===== config.mk =====
export PLATFORM = sky130hd
export DESIGN_NAME = ssd_display_ctrl
export DESIGN_NICKNAME = d
export VERILOG_FILES = /design/src/rtl/ssd_pkg.sv /design/src/rtl/bin2bcd_seq.sv /design/src/rtl/ssd_display_ctrl.sv
export SDC_FILE = /design/constraint.sdc
export NUM_CORES = 1
export LEC_CHECK = 0
export ABC_CLOCK_PERIOD_IN_PS = 4950
export CORE_ASPECT_RATIO = 1.1
export CORE_MARGIN = 2
export CORE_UTILIZATION = 45
export CTS_CLUSTER_DIAMETER = 200
export DETAILED_ROUTE_END_ITERATION = 12
export GPL_ROUTABILITY_DRIVEN = 0
export PLACE_DENSITY_LB_ADDON = 0.3
export SKIP_LAST_GASP = 1
export SYNTH_ARGS = -nofsm -noshare
export SYNTH_HDL_FRONTEND = slang
export SYNTH_HIERARCHICAL = 1
export SYNTH_SLANG_ARGS = --single-unit

===== constraint.sdc =====
create_clock -name clk -period 4.95 [get_ports clk]
set_clock_uncertainty 0.15 [all_clocks]
set_input_delay 0.495 -clock clk [delete_from_list [all_inputs] [get_ports clk]]
set_output_delay 0.495 -clock clk [all_outputs]
set_load 0.05 [all_outputs]

===== src/rtl/ssd_pkg.sv =====
// Shared constants, FSM encoding and small helpers for the seven-segment
// display controller and its sequential binary-to-BCD converter.
package ssd_pkg;

    localparam int VAL_W = 10;
    localparam int DIG_N = 4;
    localparam int BCD_W = 16;

    localparam logic [3:0] BLANK = 4'hF;

    localparam logic [1:0] PAGE_SCORE = 2'd0;
    localparam logic [1:0] PAGE_LINES = 2'd1;
    localparam logic [1:0] PAGE_LEVEL = 2'd2;

    typedef enum logic [1:0] {
        ST_IDLE   = 2'd0,
        ST_SHIFT  = 2'd1,
        ST_COMMIT = 2'd2
    } conv_state_e;

    // Double-dabble correction: every nibble of 5 or more gets 3 added
    function automatic logic [BCD_W-1:0] bcd_adjust(input logic [BCD_W-1:0] acc);
        logic [BCD_W-1:0] res;
        res = acc;
        for (int i = 0; i < DIG_N; i++) begin
            if (acc[4*i +: 4] >= 4'd5) begin
                res[4*i +: 4] = acc[4*i +: 4] + 4'd3;
            end else begin
                res[4*i +: 4] = acc[4*i +: 4];
            end
        end
        return res;
    endfunction

    function automatic logic [1:0] page_map(input logic [1:0] sel);
        case (sel)
            2'd1:    return PAGE_LINES;
            2'd2:    return PAGE_LEVEL;
            default: return PAGE_SCORE;
        endcase
    endfunction

    function automatic logic [1:0] page_next(input logic [1:0] cur);
        case (cur)
            PAGE_SCORE: return PAGE_LINES;
            PAGE_LINES: return PAGE_LEVEL;
            default:    return PAGE_SCORE;
        endcase
    endfunction

endpackage


===== src/rtl/bin2bcd_seq.sv =====
// Sequential shift-add-3 converter: one bit per cycle for VAL_W cycles, then
// a commit cycle in which done is high and bcd holds the finished result.
module bin2bcd_seq
    import ssd_pkg::*;
(
    input  logic             clk,
    input  logic             rst,
    input  logic             start,
    input  logic [VAL_W-1:0] bin,
    output logic             busy,
    output logic             done,
    output logic [BCD_W-1:0] bcd
);

    conv_state_e      state_r;
    conv_state_e      state_nxt_s;
    logic [VAL_W-1:0] shreg_r;
    logic [BCD_W-1:0] acc_r;
    logic [BCD_W-1:0] adj_s;
    logic [3:0]       bit_cnt_r;
    logic             busy_r;
    logic             done_r;
    logic             load_s;
    logic             shift_s;

    // State register
    always_ff @(posedge clk or negedge rst) begin
        if (!rst) begin
            state_r <= ST_IDLE;
        end else begin
            state_r <= state_nxt_s;
        end
    end

    // Next-state logic
    always_comb begin
        state_nxt_s = state_r;
        case (state_r)
            ST_IDLE: begin
                if (start) begin
                    state_nxt_s = ST_SHIFT;
                end else begin
                    state_nxt_s = ST_IDLE;
                end
            end
            ST_SHIFT: begin
                if (bit_cnt_r == 4'(VAL_W - 1)) begin
                    state_nxt_s = ST_COMMIT;
                end else begin
                    state_nxt_s = ST_SHIFT;
                end
            end
            ST_COMMIT: state_nxt_s = ST_IDLE;
            default:   state_nxt_s = ST_IDLE;
        endcase
    end

    // Datapath control decode
    always_comb begin
        load_s  = 1'b0;
        shift_s = 1'b0;
        case (state_r)
            ST_IDLE:  load_s  = start;
            ST_SHIFT: shift_s = 1'b1;
            default: begin
                load_s  = 1'b0;
                shift_s = 1'b0;
            end
        endcase
    end

    assign adj_s = bcd_adjust(acc_r);

    // Shift register, accumulator and registered status flags
    always_ff @(posedge clk or negedge rst) begin
        if (!rst) begin
            shreg_r   <= {VAL_W{1'b0}};
            acc_r     <= {BCD_W{1'b0}};
            bit_cnt_r <= 4'd0;
            busy_r    <= 1'b0;
            done_r    <= 1'b0;
        end else begin
            if (load_s) begin
                shreg_r   <= bin;
                acc_r     <= {BCD_W{1'b0}};
                bit_cnt_r <= 4'd0;
            end else if (shift_s) begin
                {acc_r, shreg_r} <= {adj_s, shreg_r} << 1'b1;
                bit_cnt_r        <= bit_cnt_r + 4'd1;
            end else begin
                shreg_r   <= shreg_r;
                acc_r     <= acc_r;
                bit_cnt_r <= bit_cnt_r;
            end
            busy_r <= (state_nxt_s != ST_IDLE);
            done_r <= (state_nxt_s == ST_COMMIT);
        end
    end

    assign busy = busy_r;
    assign done = done_r;
    assign bcd  = acc_r;

endmodule


===== src/rtl/ssd_display_ctrl.sv =====
// Four-digit seven-segment sequencer: page selection, change-triggered BCD
// conversion, digit scanning with leading-zero blanking and whole-display blink.
module ssd_display_ctrl
    import ssd_pkg::*;
#(
    parameter int SCAN_W  = 15,
    parameter int DWELL_W = 27,
    parameter int BLINK_W = 24
) (
    input  logic             clk,
    input  logic             rst,
    input  logic [VAL_W-1:0] score,
    input  logic [VAL_W-1:0] lines,
    input  logic [VAL_W-1:0] level,
    input  logic [1:0]       page_sel,
    input  logic             auto_en,
    input  logic             blink_en,
    output logic [3:0]       ssd_ctl,
    output logic [3:0]       out,
    output logic [1:0]       page,
    output logic             busy
);

    localparam logic [DWELL_W-1:0] DWELL_ONE = {{(DWELL_W-1){1'b0}}, 1'b1};
    localparam logic [SCAN_W-1:0]  SCAN_ONE  = {{(SCAN_W-1){1'b0}}, 1'b1};
    localparam logic [BLINK_W-1:0] BLINK_ONE = {{(BLINK_W-1){1'b0}}, 1'b1};

    logic [1:0]         page_r;
    logic [1:0]         page_nxt_s;
    logic [DWELL_W-1:0] dwell_r;
    logic [SCAN_W-1:0]  scan_cnt_r;
    logic [1:0]         dig_sel_r;
    logic [BLINK_W-1:0] blink_cnt_r;
    logic               blink_phase_r;
    logic [1:0]         last_page_r;
    logic [VAL_W-1:0]   last_val_r;
    logic [VAL_W-1:0]   sel_val_s;
    logic               start_s;
    logic               conv_busy_s;
    logic               conv_done_s;
    logic [BCD_W-1:0]   conv_bcd_s;
    logic [BCD_W-1:0]   bcd_q_r;
    logic [3:0]         digit_s;
    logic               blank_s;
    logic [3:0]         ctl_nxt_s;
    logic [3:0]         out_nxt_s;
    logic [3:0]         ssd_ctl_r;
    logic [3:0]         out_r;

    // Next page: manual follows page_sel, auto advances on dwell wrap
    always_comb begin
        page_nxt_s = page_r;
        if (auto_en) begin
            if (dwell_r == {DWELL_W{1'b1}}) begin
                page_nxt_s = page_next(page_r);
            end else begin
                page_nxt_s = page_r;
            end
        end else begin
            page_nxt_s = page_map(page_sel);
        end
    end

    // Page register and free-running scan, dwell and blink timers
    always_ff @(posedge clk or negedge rst) begin
        if (!rst) begin
            page_r        <= PAGE_SCORE;
            dwell_r       <= {DWELL_W{1'b0}};
            scan_cnt_r    <= {SCAN_W{1'b0}};
            dig_sel_r     <= 2'd0;
            blink_cnt_r   <= {BLINK_W{1'b0}};
            blink_phase_r <= 1'b0;
        end else begin
            page_r <= page_nxt_s;
            // Held at zero in manual mode so auto rotation always starts a full period
            if (auto_en) begin
                dwell_r <= dwell_r + DWELL_ONE;
            end else begin
                dwell_r <= {DWELL_W{1'b0}};
            end
            scan_cnt_r <= scan_cnt_r + SCAN_ONE;
            if (scan_cnt_r == {SCAN_W{1'b1}}) begin
                dig_sel_r <= dig_sel_r + 2'd1;
            end else begin
                dig_sel_r <= dig_sel_r;
            end
            blink_cnt_r <= blink_cnt_r + BLINK_ONE;
            if (blink_cnt_r == {BLINK_W{1'b1}}) begin
                blink_phase_r <= ~blink_phase_r;
            end else begin
                blink_phase_r <= blink_phase_r;
            end
        end
    end

    // Value shown on the current page
    always_comb begin
        sel_val_s = score;
        case (page_r)
            PAGE_LINES: sel_val_s = lines;
            PAGE_LEVEL: sel_val_s = level;
            default:    sel_val_s = score;
        endcase
    end

    assign start_s = !conv_busy_s && ((page_r != last_page_r) || (sel_val_s != last_val_r));

    // Snapshot of what is being converted; the all-ones value forces a first conversion
    always_ff @(posedge clk or negedge rst) begin
        if (!rst) begin
            last_page_r <= PAGE_SCORE;
            last_val_r  <= {VAL_W{1'b1}};
            bcd_q_r     <= {BCD_W{1'b0}};
        end else begin
            if (start_s) begin
                last_page_r <= page_r;
                last_val_r  <= sel_val_s;
            end else begin
                last_page_r <= last_page_r;
                last_val_r  <= last_val_r;
            end
            if (conv_done_s) begin
                bcd_q_r <= conv_bcd_s;
            end else begin
                bcd_q_r <= bcd_q_r;
            end
        end
    end

    bin2bcd_seq u_conv (
        .clk   (clk),
        .rst   (rst),
        .start (start_s),
        .bin   (sel_val_s),
        .busy  (conv_busy_s),
        .done  (conv_done_s),
        .bcd   (conv_bcd_s)
    );

    // Digit decode with leading-zero blanking and blink override
    always_comb begin
        digit_s = bcd_q_r[4*dig_sel_r +: 4];
        case (dig_sel_r)
            2'd1:    blank_s = (bcd_q_r[BCD_W-1:4]  == 12'd0);
            2'd2:    blank_s = (bcd_q_r[BCD_W-1:8]  == 8'd0);
            2'd3:    blank_s = (bcd_q_r[BCD_W-1:12] == 4'd0);
            default: blank_s = 1'b0;
        endcase
        if (blank_s || (blink_en && blink_phase_r)) begin
            ctl_nxt_s = 4'b1111;
            out_nxt_s = BLANK;
        end else begin
            ctl_nxt_s = ~(4'b0001 << dig_sel_r);
            out_nxt_s = digit_s;
        end
    end

    // Registered display outputs
    always_ff @(posedge clk or negedge rst) begin
        if (!rst) begin
            ssd_ctl_r <= 4'b1111;
            out_r     <= BLANK;
        end else begin
            ssd_ctl_r <= ctl_nxt_s;
            out_r     <= out_nxt_s;
        end
    end

    assign ssd_ctl = ssd_ctl_r;
    assign out     = out_r;
    assign page    = page_r;
    assign busy    = conv_busy_s;

endmodule


Word-level counts from Yosys, hierarchy flattened
Cells that the tools add are included.
- add/sub/neg operators: 9
- multiply operators: 0
- divide/modulo/power cells: 0
- magnitude comparators: 4
- equal/unequal tests: 16
- shift operators: 2
- multiplexer cells: 24
- bitwise logic cells: 2
- reduce and logical (&&, ||, !) cells: 12
- operator list (operator ; number):
    $mux 16 ; 2
    $mux 4 ; 7
    $add 27x1->27 const B ; 1
    $eq 27x27->1 const B ; 1
    $mux 27 ; 1
    $add 24x1->24 const B ; 1
    $eq 24x24->1 const B ; 1
    $mux 10 ; 2
    $pmux 10 s2 ; 1
    $ge 4x3->1 const B ; 4
    $shiftx 16x5->4 ; 1
    $add 15x1->15 const B ; 1
    $eq 15x15->1 const B ; 1
    $add 4x2->4 const B ; 3
    $logic_not 12->1 ; 1
    $pmux 2 s2 ; 3
    $eq 2x2->1 const B ; 5
    $ne 10x10->1 ; 1
    $eq 2x1->1 const B ; 4
    $logic_not 8->1 ; 1
    $mux 2 ; 3
    $add 4x1->4 const B ; 1
    $eq 4x4->1 const B ; 1
    $logic_not 2->1 ; 2
    15 further kinds ; 20
- bits in registers: 141
- latch bits: 0
- bits in writable memories: 0
- memory bits (read-only): 0
- input bits: 36
- logic and storage cells: 86
- memories: 0

Depth between registers and ports, before layout
- depth after elaboration: 8
- gate-level depth with buffers: 16
- mapped depth without buffers: 13

Cells and area by module
Netlist, hierarchy kept.
- by module, submodules not included (module ; instances ; cells each ; area each (um2)):
    ssd_display_ctrl ; 1 ; 454 ; 5202.5
    bin2bcd_seq ; 1 ; 167 ; 1717.9

Worst setup path before layout
Ideal clock, no wire load.
- path kind: flip-flop to flip-flop
- from: register page_r[1] (netlist: page[1])
- to: register u_conv.acc_r[11] (netlist: u_conv/bcd[11])
- arrival: 2.955 ns
- path slack: 1.723 ns
- cell stages (with the launch flop): 16
- path buffers: 4
- clock period less this slack: 3.227 ns
- cells stage by stage: dfrtp_1 > inv_1 > ha_1 > clkbuf_1 > buf_1 > a22oi_1 > o211ai_1 > o21ai_2 > inv_2 > buf_6 > nor2_1 > or2_1 > buf_6 > clkinv_4 > o31ai_1 > a32o_1
- word-level cells in the longest chain between the ends: 7
- elaborated cells between the ends (all ways): 10
- classes of those cells: 4 x eq/ne; 3 x mux; 3 x reduce/logical
- RTL lines (what ; line ; text):
    start: declaration ; ssd_display_ctrl.sv:28 ; logic [1:0] page_r;
    start signal: assignment ; ssd_display_ctrl.sv:74 ; page_r <= page_nxt_s;
    $eq 2x2->1 or $eq 2x1->1 (tied branches) ; ssd_display_ctrl.sv:99 ; case (page_r)
    $pmux 10 s2 ; ssd_display_ctrl.sv:99 ;
    $ne 10x10->1 ; ssd_display_ctrl.sv:106 ; assign start_s = !conv_busy_s && ((page_r != last_page_r) || (sel_val_s != last_val_r));
    $logic_or 1x1->1 (*) ; ssd_display_ctrl.sv:106 ;
    $logic_and 1x1->1 (*) ; ssd_display_ctrl.sv:106 ;
    named net start_s ; ssd_display_ctrl.sv:38 ; logic start_s;
    $mux 1 (*) ; bin2bcd_seq.sv:62 ; case (state_r)
    $mux 16 or $reduce_bool 2->1 (tied branches) ; -- ;
    end signal: assignment ; bin2bcd_seq.sv:85 ; acc_r <= {BCD_W{1'b0}};
    end signal: assignment ; bin2bcd_seq.sv:88 ; {acc_r, shreg_r} <= {adj_s, shreg_r} << 1'b1;
    end signal: assignment ; bin2bcd_seq.sv:92 ; acc_r <= acc_r;
    end: declaration ; bin2bcd_seq.sv:18 ; logic [BCD_W-1:0] acc_r;
Mark *: on every way through the listed nets, which the timed path passes. The rest lies on a longest branch.
A chain may end at the register's enable or synchronous reset.

Worst setup path in the final report
- from: register page_r[1] (netlist: page[1])
- to: register u_conv.acc_r[7] (netlist: u_conv/bcd[7])
- word-level cells in the longest chain between the ends: 7
- elaborated cells between the ends (all ways): 10
- classes of those cells: 4 x eq/ne; 3 x mux; 3 x reduce/logical
- RTL lines (what ; line):
    $eq 2x2->1 or $eq 2x1->1 (tied branches) ; ssd_display_ctrl.sv:99
    $pmux 10 s2 ; ssd_display_ctrl.sv:99
    $ne 10x10->1 ; ssd_display_ctrl.sv:106
    $logic_or 1x1->1 (*) ; ssd_display_ctrl.sv:106
    $logic_and 1x1->1 (*) ; ssd_display_ctrl.sv:106
    $mux 1 (*) ; bin2bcd_seq.sv:62
    $mux 16 or $reduce_bool 2->1 (tied branches) ; --
Every way passes the cells marked *; elsewhere a longest branch is shown, timed or not.

==> impl_metrics.tcl <==
set metrics [dict create \
    avgRoutedWirePerCell_um 14.99 \
    placed_area_mm2 0.007505 \
    num_rows 47 \
    multi_input_area_mm2 0.003110 \
    synth-main-ff-cell "dfrtp_1" \
    worstSkewPairLatency_ns 0.42 \
    stdcell_count 876 \
    finalNetCount 725 \
    startpoint_type "flip-flop" \
    fp.dieW_um 122.2 \
    cp.required_ns 5.16 \
    wl_um 13130 \
    ir_worst_vdd_mv 0.2908 \
    final_cell_mix "dfrtp_1, nand2_1, clkdlybuf4s50_1" \
    area_delta_synth_final_pct 17.90 \
    clock-sinks 141 \
    synth_cell_types 58 \
    synthArstFlopShare 1.000 \
    ys_warn_count 6 \
    finalMaxSlewViolations 0 \
    power_density_mw_per_mm2 509.1 \
    yosys-top-cells-area "dfrtp_1, dfstp_2, xnor2_1" \
    hold_ws_ns 0.01598 \
    fmax_ghz 0.2550 \
    postSynthCellCount 621 \
    arrival_ns 4.13 \
    cts_hold_buf 0 \
    endpoint_kind "flip-flop" \
    antenna_found_initial 0 \
    hold_viol 0 \
    path_cells "inv_1 > ha_1 > a211oi_1 > a2111oi_2 > o211ai_1 > o21ai_2 > inv_2 > nor2_1 > or2_1 > clkinv_4 > o31ai_1 > a32o_1" \
    drt-pass1-iter-count 5 \
    tightestPinTransition_ns 0.9009 \
    grt_overflow 0 \
    cts_buffers 17 \
    leakage_nw 3.586 \
    final_util 0.5420 \
    synth_area_per_cell_um2 11.14 \
    worst_path_max_delay_cell "ha_1" \
    initial_core_util 0.4597 \
    seq_area_mm2 0.003551 \
    cts_tree "built" \
    n_antenna_cell 0 \
    period_share 0.7921 \
    cts_resized 0 \
    cap_violations 0 \
    vias 4731 \
    slew_headroom 0.3975 \
    grt_pass1_wl_um 22280 \
    yosys.area.top_type "dfrtp_1" \
    outcome "finished clean" \
    setup_viol 0 \
    core-area_mm2 0.01505 \
    vias_per_cell 5.401 \
    place_inst 844 \
    cp_max_fo 32 \
    layout_commonest_cell "dfrtp_1" \
    period_needed_ns 3.921 \
    grt_use_total 0.1708 \
    die_h_um 134.1 \
    setup-tns-final_ns 0 \
    cp_slowest_stage_delay_ns 0.87 \
    detail-route-antenna-nets 0 \
    grt_max_degree 103 \
    syn_area_mm2 0.006920 \
    cts_setup_buffers 0 \
    clk_path_buf_depth 2 \
    first_global_vias 4841 \
    htreeDepth 4 \
    cts-root-buf "clkbuf_16" \
    drt-initial-drc-count 308 \
    syn_nets 679 \
    critical_path_class "reg2reg" \
    drcViolationCount 0 \
    die_area_mm2 0.01639 \
    drive_gt1_frac 0.1412 \
    boundaryPins 47 \
    hpwl_um 8992 \
    ys_ff_latch 141 \
    synth_edf_count 0 \
    portBuffers 46 \
    rsz0062_at_grt "no" \
    ys_seq_area_frac 0.5131 \
    fillCellCount 1276 \
    holdCritPathClass "in2async" \
    synth.top_cell.area_share 0.4448 \
    stdcell_area_mm2 0.008159 \
    clk_pin_slew_worst_paths_ns 0.06 \
]
per-layer routing:
| layer | global-route usage | wire length [µm] |
|---|---|---|
| met5 | 0 | 0 |
| met4 | 0.05556 | 189 |
| met3 | 0.04847 | 414 |
| met2 | 0.2895 | 6639 |
| met1 | 0.2093 | 5888 |
registers in the layout (all words and copies together), names as in the netlist:
| register | count |
|---|---|
| bcd_q_r | 16 |
| blink_cnt_r | 24 |
| blink_phase_r | 1 |
| dig_sel_r | 2 |
| dwell_r | 27 |
| last_page_r | 2 |
| last_val_r | 10 |
| out | 4 |
| page | 2 |
| scan_cnt_r | 15 |
| ssd_ctl | 4 |
| u_conv/bcd | 16 |
| u_conv/bit_cnt_r | 4 |
| u_conv/busy | 1 |
| u_conv/done | 1 |
| u_conv/shreg_r | 10 |
| u_conv/state_r | 2 |
kinds of logic after synthesis:
kind of cell,Yosys count,share of synthesized area
AND/OR/NAND/NOR,199,0.1483
AO/OA/AOI/OAI,101,0.1040
multiplexers,33,0.06509
flip-flops,141,0.5131
adder cells (fa/ha/maj),22,0.03978
XOR/XNOR,73,0.09239
buffers and inverters,52,0.03743
power breakdown:
group / internal, mW / leakage (nW) / switching, mW
clock network: 0.910 / 0.312 / 0.465
registers: 1.44 / 1.82 / 0.242
logic: 0.523 / 1.45 / 0.574
worst max-delay path, delay by kind of cell, from the launching register on:
family                   cells  cell delay (ns)
adder cells (fa/ha/maj)      1             0.87
AO/OA/AOI/OAI                6             1.28
AND/OR/NAND/NOR              2             0.53
flip-flops                   1             0.46
buffers and inverters        3             0.56
through the flow:
stage | total power, mW | setup slack, ns
after floorplan | 2.508 | 1.723
after global placement | 2.734 | 1.307
after detailed placement | 2.783 | 1.066
after CTS | 4.191 | 1.033
after global routing | 4.381 | 0.6915
final | 4.154 | 1.029
path summary, 6_finish.rpt:
check | end | startpoint | slack (ns) | cells after the start
min reg2reg | blink_cnt_r[0] | blink_cnt_r[0] | 0.30 | 1
min | page[0] | rst | 0.02 | 1
max | u_conv/bcd[7] | page[1] | 1.03 | 12
min in group clk | blink_cnt_r[0] | blink_cnt_r[0] | 0.30 | 1
max reg2reg | u_conv/bcd[7] | page[1] | 1.03 | 12
max in group asynchronous | last_val_r[1] | rst | 3.52 | 2
synthesized netlist by cell type (all sizes together) (4+ instances only):
master	n
dfrtp	123
clkbuf	10
nor2b	4
o22ai	8
ha	22
nand2b	9
nand3	30
o311ai	5
nand2	51
nor3	9
a22oi	21
and3	7
nor2	30
xnor2	42
o21ai	22
a21oi	18
nand4	14
mux4	4
and2	23
buf	11
mux2	29
dfstp	18
xor2	31
inv	30
and4	10
area by class of cell:
| class | count | area share |
|---|---|---|
| inverter | 31 | 0.01487 |
| clock buffer | 23 | 0.06103 |
| sequential | 141 | 0.4352 |
| timing repair buffer | 48 | 0.05843 |
| multi-input combinational | 428 | 0.3812 |
| tap | 196 | 0.03006 |
| clock inverter | 9 | 0.01917 |
Power figures use the tool's default switching activity.
